$ cat config.mk
export PLATFORM = sky130hd
export DESIGN_NAME = scan_sequencer
export DESIGN_NICKNAME = d
export VERILOG_FILES = /design/src/rtl/scan_sequencer.sv
export SDC_FILE = /design/constraint.sdc
export NUM_CORES = 1
export LEC_CHECK = 0
export ABC_AREA = 1
export ABC_CLOCK_PERIOD_IN_PS = 1600
export BUFFER_PORTS_ARGS = -buffer_cell sky130_fd_sc_hd__buf_2
export CAP_MARGIN = 0
export CELL_PAD_IN_SITES_DETAIL_PLACEMENT = 1
export CELL_PAD_IN_SITES_GLOBAL_PLACEMENT = 2
export CORE_ASPECT_RATIO = 1.75
export CORE_MARGIN = 5
export CORE_UTILIZATION = 31
export DETAILED_ROUTE_END_ITERATION = 12
export PLACE_DENSITY = 0.83
export SYNTH_ARGS = -nofsm -noshare
export SYNTH_HDL_FRONTEND = slang
export SYNTH_SLANG_ARGS = --single-unit
$ cat constraint.sdc
create_clock -name clk -period 1.6 [get_ports clk]
set_input_delay 0.32 -clock clk [delete_from_list [all_inputs] [get_ports clk]]
set_output_delay 0.32 -clock clk [all_outputs]
set_load 0.02 [all_outputs]
$ cat src/rtl/scan_sequencer.sv
// Channel scan sequencer for a 2x4 decoder: walks the enabled channels of a
// latched mask, holding en high for a dwell time and low for a blanking gap.
module scan_sequencer #(
  parameter int DWELL_W   = 8,
  parameter int BLANK_CYC = 1
) (
  input  logic               clk,
  input  logic               rst_n,
  input  logic               start,
  input  logic               stop,
  input  logic               continuous,
  input  logic [3:0]         mask,
  input  logic [DWELL_W-1:0] dwell,
  output logic               A,
  output logic               B,
  output logic               en,
  output logic               busy,
  output logic               frame_done
);

  typedef enum logic [1:0] {IDLE, SCAN, BLANK} state_t;

  localparam logic [3:0]         BLANK_LAST = 4'(BLANK_CYC - 1);
  localparam logic [DWELL_W-1:0] ONE        = DWELL_W'(1);

  state_t             state_q, state_d;
  logic [1:0]         ch_q, ch_d;
  logic [DWELL_W-1:0] dcnt_q, dcnt_d;
  logic [3:0]         bcnt_q, bcnt_d;
  logic [3:0]         mask_lat_q, mask_lat_d;
  logic [DWELL_W-1:0] dwell_lat_q, dwell_lat_d;
  logic               a_q, a_d, b_q, b_d, en_q, en_d, busy_q, busy_d, fd_q, fd_d;

  function automatic logic [1:0] lowest_ch(input logic [3:0] m);
    lowest_ch = 2'd0;
    for (int i = 3; i >= 0; i--)
      if (m[i]) lowest_ch = 2'(i);
  endfunction

  function automatic logic has_higher(input logic [3:0] m, input logic [1:0] c);
    has_higher = 1'b0;
    for (int i = 0; i < 4; i++)
      if (m[i] && i > int'(c)) has_higher = 1'b1;
  endfunction

  function automatic logic [1:0] next_higher(input logic [3:0] m, input logic [1:0] c);
    next_higher = c;
    for (int i = 3; i >= 0; i--)
      if (m[i] && i > int'(c)) next_higher = 2'(i);
  endfunction

  // Counter counts down to zero, so a dwell of N loads N-1; zero behaves like one.
  function automatic logic [DWELL_W-1:0] dwell_load(input logic [DWELL_W-1:0] d);
    dwell_load = (d == '0) ? '0 : d - ONE;
  endfunction

  always_comb begin
    state_d     = state_q;
    ch_d        = ch_q;
    dcnt_d      = dcnt_q;
    bcnt_d      = bcnt_q;
    mask_lat_d  = mask_lat_q;
    dwell_lat_d = dwell_lat_q;
    fd_d        = 1'b0;
    if (stop) begin
      state_d = IDLE;
      ch_d    = 2'd0;
    end else begin
      case (state_q)
        IDLE: begin
          if (start && mask != 4'd0) begin
            mask_lat_d  = mask;
            dwell_lat_d = dwell;
            ch_d        = lowest_ch(mask);
            dcnt_d      = dwell_load(dwell);
            state_d     = SCAN;
          end
        end
        SCAN: begin
          if (dcnt_q == '0) begin
            bcnt_d  = BLANK_LAST;
            state_d = BLANK;
          end else begin
            dcnt_d = dcnt_q - ONE;
          end
        end
        BLANK: begin
          if (bcnt_q != 4'd0) begin
            bcnt_d = bcnt_q - 4'd1;
          end else if (has_higher(mask_lat_q, ch_q)) begin
            ch_d    = next_higher(mask_lat_q, ch_q);
            dcnt_d  = dwell_load(dwell_lat_q);
            state_d = SCAN;
          end else begin
            // End of frame: optionally pick up fresh mask/dwell and go again.
            fd_d = 1'b1;
            if (continuous) begin
              mask_lat_d  = mask;
              dwell_lat_d = dwell;
            end
            if (continuous && mask != 4'd0) begin
              ch_d    = lowest_ch(mask);
              dcnt_d  = dwell_load(dwell);
              state_d = SCAN;
            end else begin
              ch_d    = 2'd0;
              state_d = IDLE;
            end
          end
        end
        default: begin
          state_d = IDLE;
          ch_d    = 2'd0;
        end
      endcase
    end
    // Outputs are decoded from the next state so they come straight off flops.
    en_d   = (state_d == SCAN);
    busy_d = (state_d != IDLE);
    a_d    = ch_d[1];
    b_d    = ch_d[0];
  end

  always_ff @(posedge clk or negedge rst_n) begin
    if (!rst_n) begin
      state_q     <= IDLE;
      ch_q        <= 2'd0;
      dcnt_q      <= '0;
      bcnt_q      <= 4'd0;
      mask_lat_q  <= 4'd0;
      dwell_lat_q <= '0;
      a_q         <= 1'b0;
      b_q         <= 1'b0;
      en_q        <= 1'b0;
      busy_q      <= 1'b0;
      fd_q        <= 1'b0;
    end else begin
      state_q     <= state_d;
      ch_q        <= ch_d;
      dcnt_q      <= dcnt_d;
      bcnt_q      <= bcnt_d;
      mask_lat_q  <= mask_lat_d;
      dwell_lat_q <= dwell_lat_d;
      a_q         <= a_d;
      b_q         <= b_d;
      en_q        <= en_d;
      busy_q      <= busy_d;
      fd_q        <= fd_d;
    end
  end

  assign A          = a_q;
  assign B          = b_q;
  assign en         = en_q;
  assign busy       = busy_q;
  assign frame_done = fd_q;

endmodule

---- Word-level counts from Yosys, hierarchy flattened ----
Cells that the tools add are included.
Widths: inputs -> output; s select.
storage, ports and cells
  register bits after elaboration ......... 33
  input port bits ......................... 17
  logic and storage cells ................. 99
cells by class
  $add $sub $neg .......................... 4
  order comparisons ....................... 3
  equal/unequal tests ..................... 11
  multiplexer cells ....................... 51
  bitwise gates (word level) .............. 1
  reduce and logical (&&, ||, !) cells .... 18
operator list
  cell                 count
  $mux 8               11
  $mux 2               16
  $logic_not 8->1      3
  $mux 4               6
  $pmux 8 s3           1
  $sub 8x1->8 const B  3
  $pmux 4 s2           2
  $pmux 8 s2           1
  $ne 2x2->1 const B   7
  $mux 1               12
  $pmux 2 s3           2
  $reduce_and 6->1     2
  $reduce_bool 4->1    2
  $reduce_bool 2->1    3
  $logic_and 1x1->1    5
  $eq 2x1->1 const B   2
  $gt 2x2->1 const A   2
  $reduce_and 4->1     1
  $sub 4x1->4 const B  1
  $ne 3x3->1 const B   1
  $reduce_bool 3->1    1
  $eq 2x2->1 const B   1
  $gt 1x2->1 const A   1
  $logic_not 2->1      1
  $not 1->1            1

---- Depth between registers and ports, before layout ----
  depth in word-level cells ............... 13
  mapped depth ............................ 11

---- Worst setup path after synthesis ----
OpenSTA, ideal clock, no wires.
  path type ............................... flip-flop to flip-flop
  start ................................... register state_q[0]
  end ..................................... register dwell_lat_q[5]
  library setup time ...................... 120 ps
  arrival time ............................ 1459 ps
  slack ................................... 21 ps
  cell stages (with the launch flop) ...... 9
  clock period less this slack ............ 1579 ps
  path through ............................ dfrtp_1 > inv_1 > ha_1 > inv_4 > a21oi_4 > nand4_4 > buf_6 > nand2_2 > o21ai_2
on the way
  longest elaborated chain between the ends .. 3
  elaborated cells between the ends (all ways) .. 9
RTL lines
  what                                                       RTL line  text
  start: declaration                                         26        state_t state_q, state_d;
  start signal: assignment                                   138       state_q <= state_d;
  $eq 2x2->1 or $logic_not 2->1 (tied branches)              69        case (state_q)
  $ne 2x2->1 (no line) or $reduce_bool 2->1 (tied branches)  n/a
  $reduce_and 6->1 (no line)                                 n/a
  end signal: assignment                                     143       dwell_lat_q <= dwell_lat_d;
  end: declaration                                           31        logic [DWELL_W-1:0] dwell_lat_q, dwell_lat_d;
Several ways; a longest one is shown, not always the timed one.
A chain may end at the register's enable or synchronous reset.

---- Final worst setup path ----
  start ................................... register state_q[1]
  end ..................................... register mask_lat_q[2]
on the way
  longest elaborated chain between the ends .. 3
  elaborated cells between the ends (all ways) .. 9
RTL lines
  what                                                       RTL line  text
  $eq 2x2->1 or $logic_not 2->1 (tied branches)              69
  $ne 2x2->1 (no line) or $reduce_bool 2->1 (tied branches)  n/a
  $reduce_and 6->1 (no line)                                 n/a
  end signal: assignment                                     142       mask_lat_q <= mask_lat_d;
  end: declaration                                           30        logic [3:0] mask_lat_q, mask_lat_d;
Several ways; a longest one is shown, not always the timed one.

==> flow_summary.json <==
{
  "via_count": 2277,
  "numPortBuffers": 21,
  "dp_hpwl_mm": 5.56,
  "cts.sinks": 30,
  "die_y_um": 125,
  "maxSlewViolCount": 0,
  "path_cells": "ha_4 -> buf_4 -> nand2_4 -> buf_6 -> nand4_4 -> clkbuf_16 -> nand2_2 -> o21ai_2",
  "ir_drop_v": 0.000392,
  "final_cells": 470,
  "slowest_stage": "dfrtp_2",
  "finalPower_mw": 3.18,
  "grt_pass1_wl_mm": 11.1,
  "p_leak_nw": 1.61,
  "hp-class": "in -> async",
  "grt_max_degree": 31,
  "ctsHtreeMaxLevel": 2,
  "syn_to_final_growth_pct": 32.1,
  "vias_per_cell": 4.84,
  "row_count": 42,
  "required_ns": 1.78,
  "p_seq_share_pct": 32.2,
  "drive_above_1_share_pct": 36.9,
  "cp_top_family": "buffers and inverters",
  "reg2reg_setup_slack_ns": 0.01,
  "crit_path_end_kind": "flip-flop",
  "arrival_ns": 1.76,
  "slew_headroom_pct": 72.6,
  "clockBufferDepth": 2,
  "antenna_left": 0,
  "numCtsBuffers": 5,
  "skew_ns": 0.00851,
  "cts_hold_buf": 0,
  "swShare_pct": 38.1,
  "start_util_pct": 31.4,
  "die_x_um": 75.8,
  "die_area_um2": 9480,
  "worstSetupPathType": "reg -> reg",
  "antenna_found_initial": 0,
  "max_clock_freq_ghz": 0.629,
  "ys_types": 31,
  "grt_pass1_vias": 2322,
  "drt_pre_antenna_iters": 4,
  "fin_crit_ns": 1.59,
  "syn-instance-count": 329,
  "place.gp.congestion": 0.849,
  "tritoncts": "yes",
  "power_density_nw_per_um2": 1030,
  "overflow": 0,
  "clk_pin_slew_ns": 0.05,
  "grt_use_total_pct": 15.7,
  "internal-power_mw": 1.97,
  "p_sw_mw": 1.21,
  "final_hold_viol_count": 0,
  "nNetsFinal": 410,
  "comb_power_share_pct": 37.7,
  "fin_crit_sh_pct": 99.3,
  "ios": 22,
  "finalSetupViolations": 0,
  "place_area_um2": 2690,
  "worst_slew_pin_slew_ns": 0.411,
  "syn_avg_cell_area_um2": 7.13,
  "timing.setup.tns_ns": 0,
  "cap_violations": 0,
  "yosys_warnings": 0,
  "seq_area_frac_synth_pct": 32.0,
  "power.share.clock_pct": 30.1,
  "wire_per_inst_um": 15.6,
  "final_cell_area_um2": 3100,
  "cpPeakStageDelay_ns": 0.45,
  "path_buf_inv": 3,
  "diodes": 0,
  "outcome": "complete, no violations",
  "startpoint_type": "flip-flop",
  "synth_area_um2": 2350,
  "core_area_um2": 7460,
  "dp.cells": 454,
  "worst-path-max-fanout": 5,
  "drt_iter0_drc": 46,
  "drcViolationCount": 0,
  "syn_nets": 358,
  "cts-root-buf": "clkbuf_16",
  "synth_seq_cells": 30,
  "clkLatencyLatePin_ns": 0.28,
  "totalWireLength_mm": 7.32,
  "rsz0062_at_grt": "yes"
}
[kinds of logic after synthesis]
logic type                 share of synthesized area, %
and+or+nand+nor                                    39.7
DFF                                                32.0
xor gates and xnor gates                           3.36
AOI/OAI and AO/OA                                  9.39
buffers and inverters                              9.12
adders and majority gates                          6.40
[area by class of cell]
type | count | area (um^2)
clock buffer | 6 | 139
sequential | 30 | 752
tap | 88 | 110
inverter | 47 | 191
multi-input combinational | 248 | 1520
clock inverter | 2 | 12.5
fill | 950 | 4360
timing repair buffer | 49 | 370
[cells in the final DEF (no fill, tap or decap), types with 2 or more instances in the layout]
cell type / synthesis / final
nor2_2: 2 / 6
nand3_2: 2 / 4
nor2_4: 3 / 5
ha_4: 0 / 4
inv_1: 39 / 32
nand2_1: 100 / 94
nand2_2: 17 / 20
dfrtp_1: 30 / 29
inv_4: 2 / 3
buf_6: 2 / 2
nor2_1: 28 / 22
buf_4: 0 / 23
nand3_1: 31 / 29
ha_1: 12 / 6
or2_2: 3 / 3
nand2_4: 1 / 4
inv_2: 6 / 11
o21ai_0: 7 / 7
buf_2: 2 / 21
o21ai_2: 12 / 13
ha_2: 0 / 2
xor2_1: 9 / 9
clkbuf_16: 0 / 7
a21oi_4: 1 / 2
nand4_1: 7 / 7
[per-layer routing]
layer  part of all wire (%)  track usage, %  vias up  routed length [um]
li1                       -               -     1141                   -
met1                     33            14.2     1086                2410
met2                     60            30.9       32                4420
met3                    2.5            2.33       18                 185
met4                    4.1            7.52        0                 302
met5                      0               0        -                   0
[worst register-to-register path, cell delays in order (launching register included)]
cell	delay, ns
dfrtp_2	0.45
ha_4	0.20
buf_4	0.14
nand2_4	0.08
buf_6	0.11
nand4_4	0.18
clkbuf_16	0.22
nand2_2	0.06
o21ai_2	0.05
[power groups by stage]
stage | registers (mW) | logic [mW] | clock network, mW
2_1_floorplan | 1.00 | 0.731 | 0
3_3_place_gp | 1.02 | 1.03 | 0
3_5_place_dp | 1.02 | 1.06 | 0
4_1_cts | 1.01 | 1.07 | 0.991
5_1_grt | 1.04 | 1.35 | 1.03
6_report | 1.02 | 1.20 | 0.958
[stage by stage]
step,util (%),hold slack (ns),setup slack (ns)
after floorplan,-,0.0244,0.0209
after global placement,36.1,0.362,0.00813
after detailed placement,36.1,0.370,-0.0507
after CTS,38.3,0.0684,-0.00604
after global routing,41.5,0.0873,-0.0452
final,41.5,0.0522,0.0106
[path summary, 6_finish.rpt]
check | from | cells after the start | to
min in group clk | mask[1] | 3 | mask_lat_q[1]
worst max register to register | state_q[1] | 8 | mask_lat_q[2]
worst min-delay path | rst_n | 2 | mask_lat_q[2]
worst max-delay path | state_q[1] | 8 | mask_lat_q[2]
worst min register to register | dcnt_q[0] | 2 | dcnt_q[0]
max in group asynchronous | rst_n | 2 | state_q[1]
[repair_timing]
item                                    CTS  global route
setup buffers                             0             6
pin swaps                                 1            17
endpoints found under the setup margin   25            26
gates resized for setup                   8            39
cloned                                    0             2
[cells in the mapped netlist]
cell | count | area [um^2]
nand2_1 | 100 | 375
inv_1 | 39 | 146
nand3_1 | 31 | 155
dfrtp_1 | 30 | 751
nor2_1 | 28 | 105
nand2_2 | 17 | 106
ha_1 | 12 | 150
o21ai_2 | 12 | 105
xor2_1 | 9 | 78.8
nand4_1 | 7 | 43.8
o21ai_0 | 7 | 35.0
inv_2 | 6 | 22.5
nor2_4 | 3 | 33.8
o21ai_1 | 3 | 15.0
or2_2 | 3 | 18.8
a21oi_2 | 2 | 17.5
buf_2 | 2 | 10.0
buf_6 | 2 | 22.5
inv_4 | 2 | 12.5
nand3_2 | 2 | 20.0
nor2_2 | 2 | 12.5
a21oi_1 | 1 | 5.00
a21oi_4 | 1 | 16.3
a31oi_1 | 1 | 6.26
nand2_4 | 1 | 11.3
nand3_4 | 1 | 17.5
nand4_4 | 1 | 21.3
nor3_1 | 1 | 5.00
nor4_1 | 1 | 6.26
o21bai_2 | 1 | 11.3
o32ai_1 | 1 | 8.76
[registers in the layout, summed over array words and instances (netlist names)]
name	cells
busy	1
dwell_lat_q	8
en	1
dcnt_q	8
ch_q	1
frame_done	1
A	1
state_q	2
mask_lat_q	3
bcnt_q	4
Power figures use the tool's default switching activity.
